## src/rtl/logicnet_pkg.sv

```systemverilog
// Shared constants, helpers and types for the LogicNet layer datapath.
// Widths here describe the layer-1 activation interface.
package logicnet_pkg;

  localparam int LAYER1_IN_W = 256;
  localparam int CHUNK_W     = 32;

  function automatic int beats(input int in_w, input int chunk_w);
    return in_w / chunk_w;
  endfunction

  typedef logic [CHUNK_W-1:0] act_chunk_t;

endpackage

```

## src/rtl/logicnet_layer_input_packer.sv

```systemverilog
// Collects CHUNK_W-bit activation beats into a full IN_W-bit vector and holds it
// stable in an output register for the layer-1 neuron ROMs; one spare slot buffers the next frame.
module logicnet_layer_input_packer
  import logicnet_pkg::*;
#(
  parameter int IN_W    = LAYER1_IN_W,
  parameter int CHUNK_W = logicnet_pkg::CHUNK_W
) (
  input  logic               clk,
  input  logic               rst_n,
  input  logic               s_valid,
  output logic               s_ready,
  input  logic [CHUNK_W-1:0] s_data,
  input  logic               s_last,
  output logic               m_valid,
  input  logic               m_ready,
  output logic [IN_W-1:0]    m_vec,
  output logic               frm_err
);

  localparam int BEATS = beats(IN_W, CHUNK_W);
  localparam int CNT_W = (BEATS > 1) ? $clog2(BEATS) : 1;

  generate
    if ((IN_W % CHUNK_W) != 0 || BEATS < 1) begin : g_bad_width
      $error("IN_W must be a positive integer multiple of CHUNK_W");
    end
  endgenerate

  logic [CNT_W-1:0] cnt;
  logic [IN_W-1:0]  asm_buf;
  logic [IN_W-1:0]  merged;
  logic             asm_full;
  logic             accept;
  logic             last_slot;
  logic             complete;
  logic             err;
  logic             pop;
  logic             slot_free;

  // s_ready comes straight from a flop, so m_ready never reaches it combinationally
  assign s_ready   = !asm_full;
  assign accept    = s_valid && s_ready;
  assign last_slot = (cnt == CNT_W'(BEATS - 1));
  assign complete  = accept && last_slot && s_last;
  assign err       = accept && (s_last != last_slot);
  assign pop       = m_valid && m_ready;
  assign slot_free = !m_valid || m_ready;

  always_comb begin
    merged = asm_buf;
    for (int k = 0; k < BEATS; k++) begin
      if (cnt == CNT_W'(k)) merged[k*CHUNK_W +: CHUNK_W] = s_data;
    end
  end

  always_ff @(posedge clk or negedge rst_n) begin
    if (!rst_n) begin
      cnt      <= '0;
      asm_buf  <= '0;
      asm_full <= 1'b0;
      m_valid  <= 1'b0;
      m_vec    <= '0;
      frm_err  <= 1'b0;
    end else begin
      frm_err <= err;
      if (accept) begin
        asm_buf <= merged;
        cnt     <= (last_slot || s_last) ? '0 : cnt + CNT_W'(1);
      end
      // A buffered frame implies m_valid is already high, so a pop simply refills the slot
      if (asm_full) begin
        if (m_ready) begin
          m_vec    <= asm_buf;
          asm_full <= 1'b0;
        end
      end else if (complete && slot_free) begin
        m_vec   <= merged;
        m_valid <= 1'b1;
      end else if (complete) begin
        asm_full <= 1'b1;
      end else if (pop) begin
        m_valid <= 1'b0;
      end
    end
  end

endmodule
```

## config.mk

```make
export PLATFORM = sky130hd
export DESIGN_NAME = logicnet_layer_input_packer
export DESIGN_NICKNAME = d
export VERILOG_FILES = /design/src/rtl/logicnet_pkg.sv /design/src/rtl/logicnet_layer_input_packer.sv
export SDC_FILE = /design/constraint.sdc
export NUM_CORES = 1
export LEC_CHECK = 0
export CAP_MARGIN = 40
export CORE_ASPECT_RATIO = 1.4
export CORE_MARGIN = 2
export CORE_UTILIZATION = 50
export CTS_CLUSTER_SIZE = 14
export DETAILED_ROUTE_END_ITERATION = 8
export PLACE_DENSITY = 0.81
export SYNTH_ARGS = -nofsm -noshare
export SYNTH_HDL_FRONTEND = slang
export SYNTH_SLANG_ARGS = --single-unit
```

## constraint.sdc

```tcl
create_clock -name clk -period 1.9 [get_ports clk]
set_input_delay 0.19 -clock clk [delete_from_list [all_inputs] [get_ports clk]]
set_output_delay 0.19 -clock clk [all_outputs]
set_load 0.01 [all_outputs]
```

==> flow_metrics.env <==
export IMPL_p_int_mw=23.1
export IMPL_clk_path_buf_depth=3
export IMPL_synthSimpleGateAreaFrac=0.0101
export IMPL_area_growth_pct=32.2
export IMPL_die_area_um2=47200
export IMPL_final_cell_count_no_fill=2421
export IMPL_violations="setup timing"
export IMPL_initial_core_util=0.506
export IMPL_share_seq_of_total_power=0.466
export IMPL_synthDominantCellAreaShare=0.571
export IMPL_cp_data_arrival_time_ps=2510
export IMPL_dp_final_hpwl_um=37300
export IMPL_antenna_left=0
export IMPL_max_stage_delay_ps=440
export IMPL_diodes=0
export IMPL_finalClockSkew_ps=15.5
export IMPL_combinational_family_with_the_most_area_after_synthesis="multiplexers"
export IMPL_final_hold_worst_slack_ps=112
export IMPL_clkLatencyLatePin_ps=570
export IMPL_worst_pin_slew_ps=592
export IMPL_synth_compound_area_share=0.00204
export IMPL_synth_ff_type="dfrtp_1"
export IMPL_setup_ws_ps=-158
export IMPL_leakagePower_nw=14.2
export IMPL_drt_initial_drc_count=643
export IMPL_clock_tree_from_tritoncts="built"
export IMPL_synth_area_mux_share=0.382
export IMPL_combPwrFrac=0.222
export IMPL_p_sw_mw=7.84
export IMPL_fp_row_count=92
export IMPL_fillerInstances=3007
export IMPL_post_dr_vias_cell=5.62
export IMPL_path_max_fanout=8
export IMPL_report_final_slew_viol_count=0
export IMPL_grt_util_all_layers=0.254
export IMPL_grt_overflow=0
export IMPL_max_freq_mhz=486
export IMPL_power_density_nw_per_um2=1030
export IMPL_maximum_number_of_pins_on_one_net_before_global_route_repair=83
export IMPL_max_vdd_ir_drop_mv=0.839
export IMPL_synth_area_leaders="dfrtp_1, mux2_2, mux2_1"
export IMPL_critPathRequiredTime_ps=2350
export IMPL_instance_count_of_the_mapped_netlist=1448
export IMPL_critical_path_cell_by_cell="buf_4 -> ha_2 -> nor3b_4 -> buf_4 -> clkbuf_16 -> mux2_2 -> mux2_2"
export IMPL_antenna_found_initial=0
export IMPL_synthDominantAreaCellType="dfrtp_1"
export IMPL_finalHoldViolCount=0
export IMPL_worstSetupPathType="reg -> reg"
export IMPL_synth_async_sr_flop_share=1.00
export IMPL_slew_headroom=0.604
export IMPL_detail_route_wl_per_cell_um=25.2
export IMPL_grt_pass1_wl_um=90700
export IMPL_synthesis_nets=1492
export IMPL_ioPinCount=296
export IMPL_synth_enable_flop_cells=0
export IMPL_synth_warning_count=0
export IMPL_holdCritPathClass="in -> async"
export IMPL_run_status="finished, violations left"
export IMPL_synth_seq_area_share=0.571
export IMPL_cts_buffers=49
export IMPL_post_synth_cell_area_avg_um2=15.7
export IMPL_drv_max_cap_violation_count=0
export IMPL_cts_htree_levels=2
export IMPL_critical_path_slowest_cell="dfrtp_2"
export IMPL_min_period_ps=2060
export IMPL_x_dimension_of_the_die_um=184
export IMPL_p_clk_frac=0.312
export IMPL_ys_seq_elements=518
export IMPL_synth_area_um2=22700
export IMPL_detail_route_drc_violations=0
export IMPL_synth_cell_types=26
export IMPL_setup_viol_count_final=276
export IMPL_cp_capture_type="flop"
export IMPL_die_height_um=256
export IMPL_placed_cells_incl_taps=2296
export IMPL_core_um2=44900
export IMPL_routed_wl_um=61000
export IMPL_gpl_final_weighted_congestion=0.790
export IMPL_final_min_period_over_clock_period=1.08
export IMPL_power_share_switching=0.253
export IMPL_critical_path_startpoint_type="flop"
export IMPL_detailroute_via_count=13600
export IMPL_port_buffer_count=295
export IMPL_setup_repair_after_global_routing_missed_its_margin="yes"
export IMPL_yosys_area_share_xor_xnor=0
export IMPL_nNetsFinal=1866
export IMPL_vias_in_the_first_global_route=14900
export IMPL_layout_drive_gt1_share=0.535
export IMPL_power_total_mw=31.0
export IMPL_drt_pass1_iterations=4
export IMPL_synth_fa_ha_area_frac=0.00386
export IMPL_cts_sink_count=518
export IMPL_clkTransAtPathRegs_ps=60
export IMPL_root_buffer="clkbuf_16"
==> worst max-delay path: cells and delay by family, from the launching register on <==
kind	cells	cell delay, ps
adders and majority gates	1	170
buffers and inverters	3	510
muxes	2	610
DFF	1	440
and+or+nand+nor	1	210
==> state kept, by name (all words and copies together) (netlist names) <==
signal / cells
cnt: 3
asm_buf: 256
frm_err: 1
m_valid: 1
m_vec: 256
asm_full: 1
==> synthesized netlist by cell type, types with 5 or more instances <==
cell      number
buf_2         46
buf_4         19
buf_6         15
clkbuf_1      36
dfrtp_1      518
ha_1           7
inv_1          5
mux2_1        36
mux2_2       722
mux2_4        10
nand3_1        5
==> cells by family after synthesis <==
family | count (synthesis)
buffers and inverters | 122
adder cells (fa/ha/maj) | 7
flip-flops | 518
multiplexers | 768
AO/OA/AOI/OAI | 6
AND/OR/NAND/NOR | 27
==> power by group through the flow <==
stage | Combinational, mW | Sequential [mW] | Clock, mW
after global routing | 7.38 | 14.7 | 10.3
after global placement | 5.97 | 14.4 | 0
after CTS | 6.55 | 14.4 | 9.81
after detailed placement | 6.27 | 14.6 | 0
after floorplan | 4.33 | 14.2 | 0
final | 6.88 | 14.4 | 9.67
==> cell usage in the layout, fill, tap and decap left out, types with 12 or more instances in the layout <==
| cell type | Yosys | final |
|---|---|---|
| mux2_2 | 722 | 657 |
| dfrtp_1 | 518 | 515 |
| clkdlybuf4s50_1 | 0 | 293 |
| mux2_4 | 10 | 86 |
| clkbuf_16 | 0 | 62 |
| buf_12 | 0 | 60 |
| buf_4 | 19 | 45 |
| mux2_1 | 36 | 25 |
| buf_16 | 0 | 12 |
==> through the flow <==
step / instance area [µm²] / utilization / TNS, ps / worst slack (ps)
floorplan: 22700 / - / -1960 / -23.2
global placement: 27200 / 0.606 / -48330 / -188
detailed placement: 27200 / 0.606 / -64840 / -221
CTS: 29500 / 0.657 / -26380 / -171
global route: 30000 / 0.669 / -37980 / -220
finish: 30000 / 0.669 / -24740 / -158
==> area by class of cell <==
type                            count  area [µm²]  area share
Inverter                            6        25.0    0.000834
Timing Repair Buffer              439        5320       0.177
Sequential cell                   518       13000       0.432
Tap cell                          564         706      0.0235
Clock inverter                     17         151     0.00504
Multi-Input combinational cell    808        9440       0.315
Clock buffer                       69        1410      0.0470
==> worst paths after layout <==
| kind | startpoint | to | slack (ps) | cells past startpoint |
|---|---|---|---|---|
| min reg2reg | asm_buf[72]$_DFFE_PN0N_ | asm_buf[72]$_DFFE_PN0N_ | 490 | 1 |
| max in group asynchronous | rst_n | asm_buf[30]$_DFFE_PN0N_ | 960 | 3 |
| max | cnt[0]$_DFFE_PN0N_ | m_vec[47]$_DFFE_PN0P_ | -160 | 7 |
| max reg2reg | cnt[0]$_DFFE_PN0N_ | m_vec[47]$_DFFE_PN0P_ | -160 | 7 |
| min | rst_n | m_vec[114]$_DFFE_PN0P_ | 110 | 2 |
| min in group clk | m_ready | asm_full$_DFF_PN0_ | 250 | 2 |
==> timing repair <==
item	4_1_cts	5_1_grt
cloned	14	14
hold endpoints to repair	229	0
hold buffers	1	0
pin swaps	2	3
setup buffers	12	6
gates resized for setup	60	85
endpoints found under the setup margin	297	462
==> layer usage <==
layer | GRT usage | vias up | part of all wire
met5 | 0 | - | 0
met4 | 0.0984 | 0 | 0.034
met3 | 0.0332 | 109 | 0.040
met2 | 0.462 | 356 | 0.54
met1 | 0.304 | 7226 | 0.39
li1 | - | 5918 | -
No activity file was read; power rests on OpenSTA's default activity.
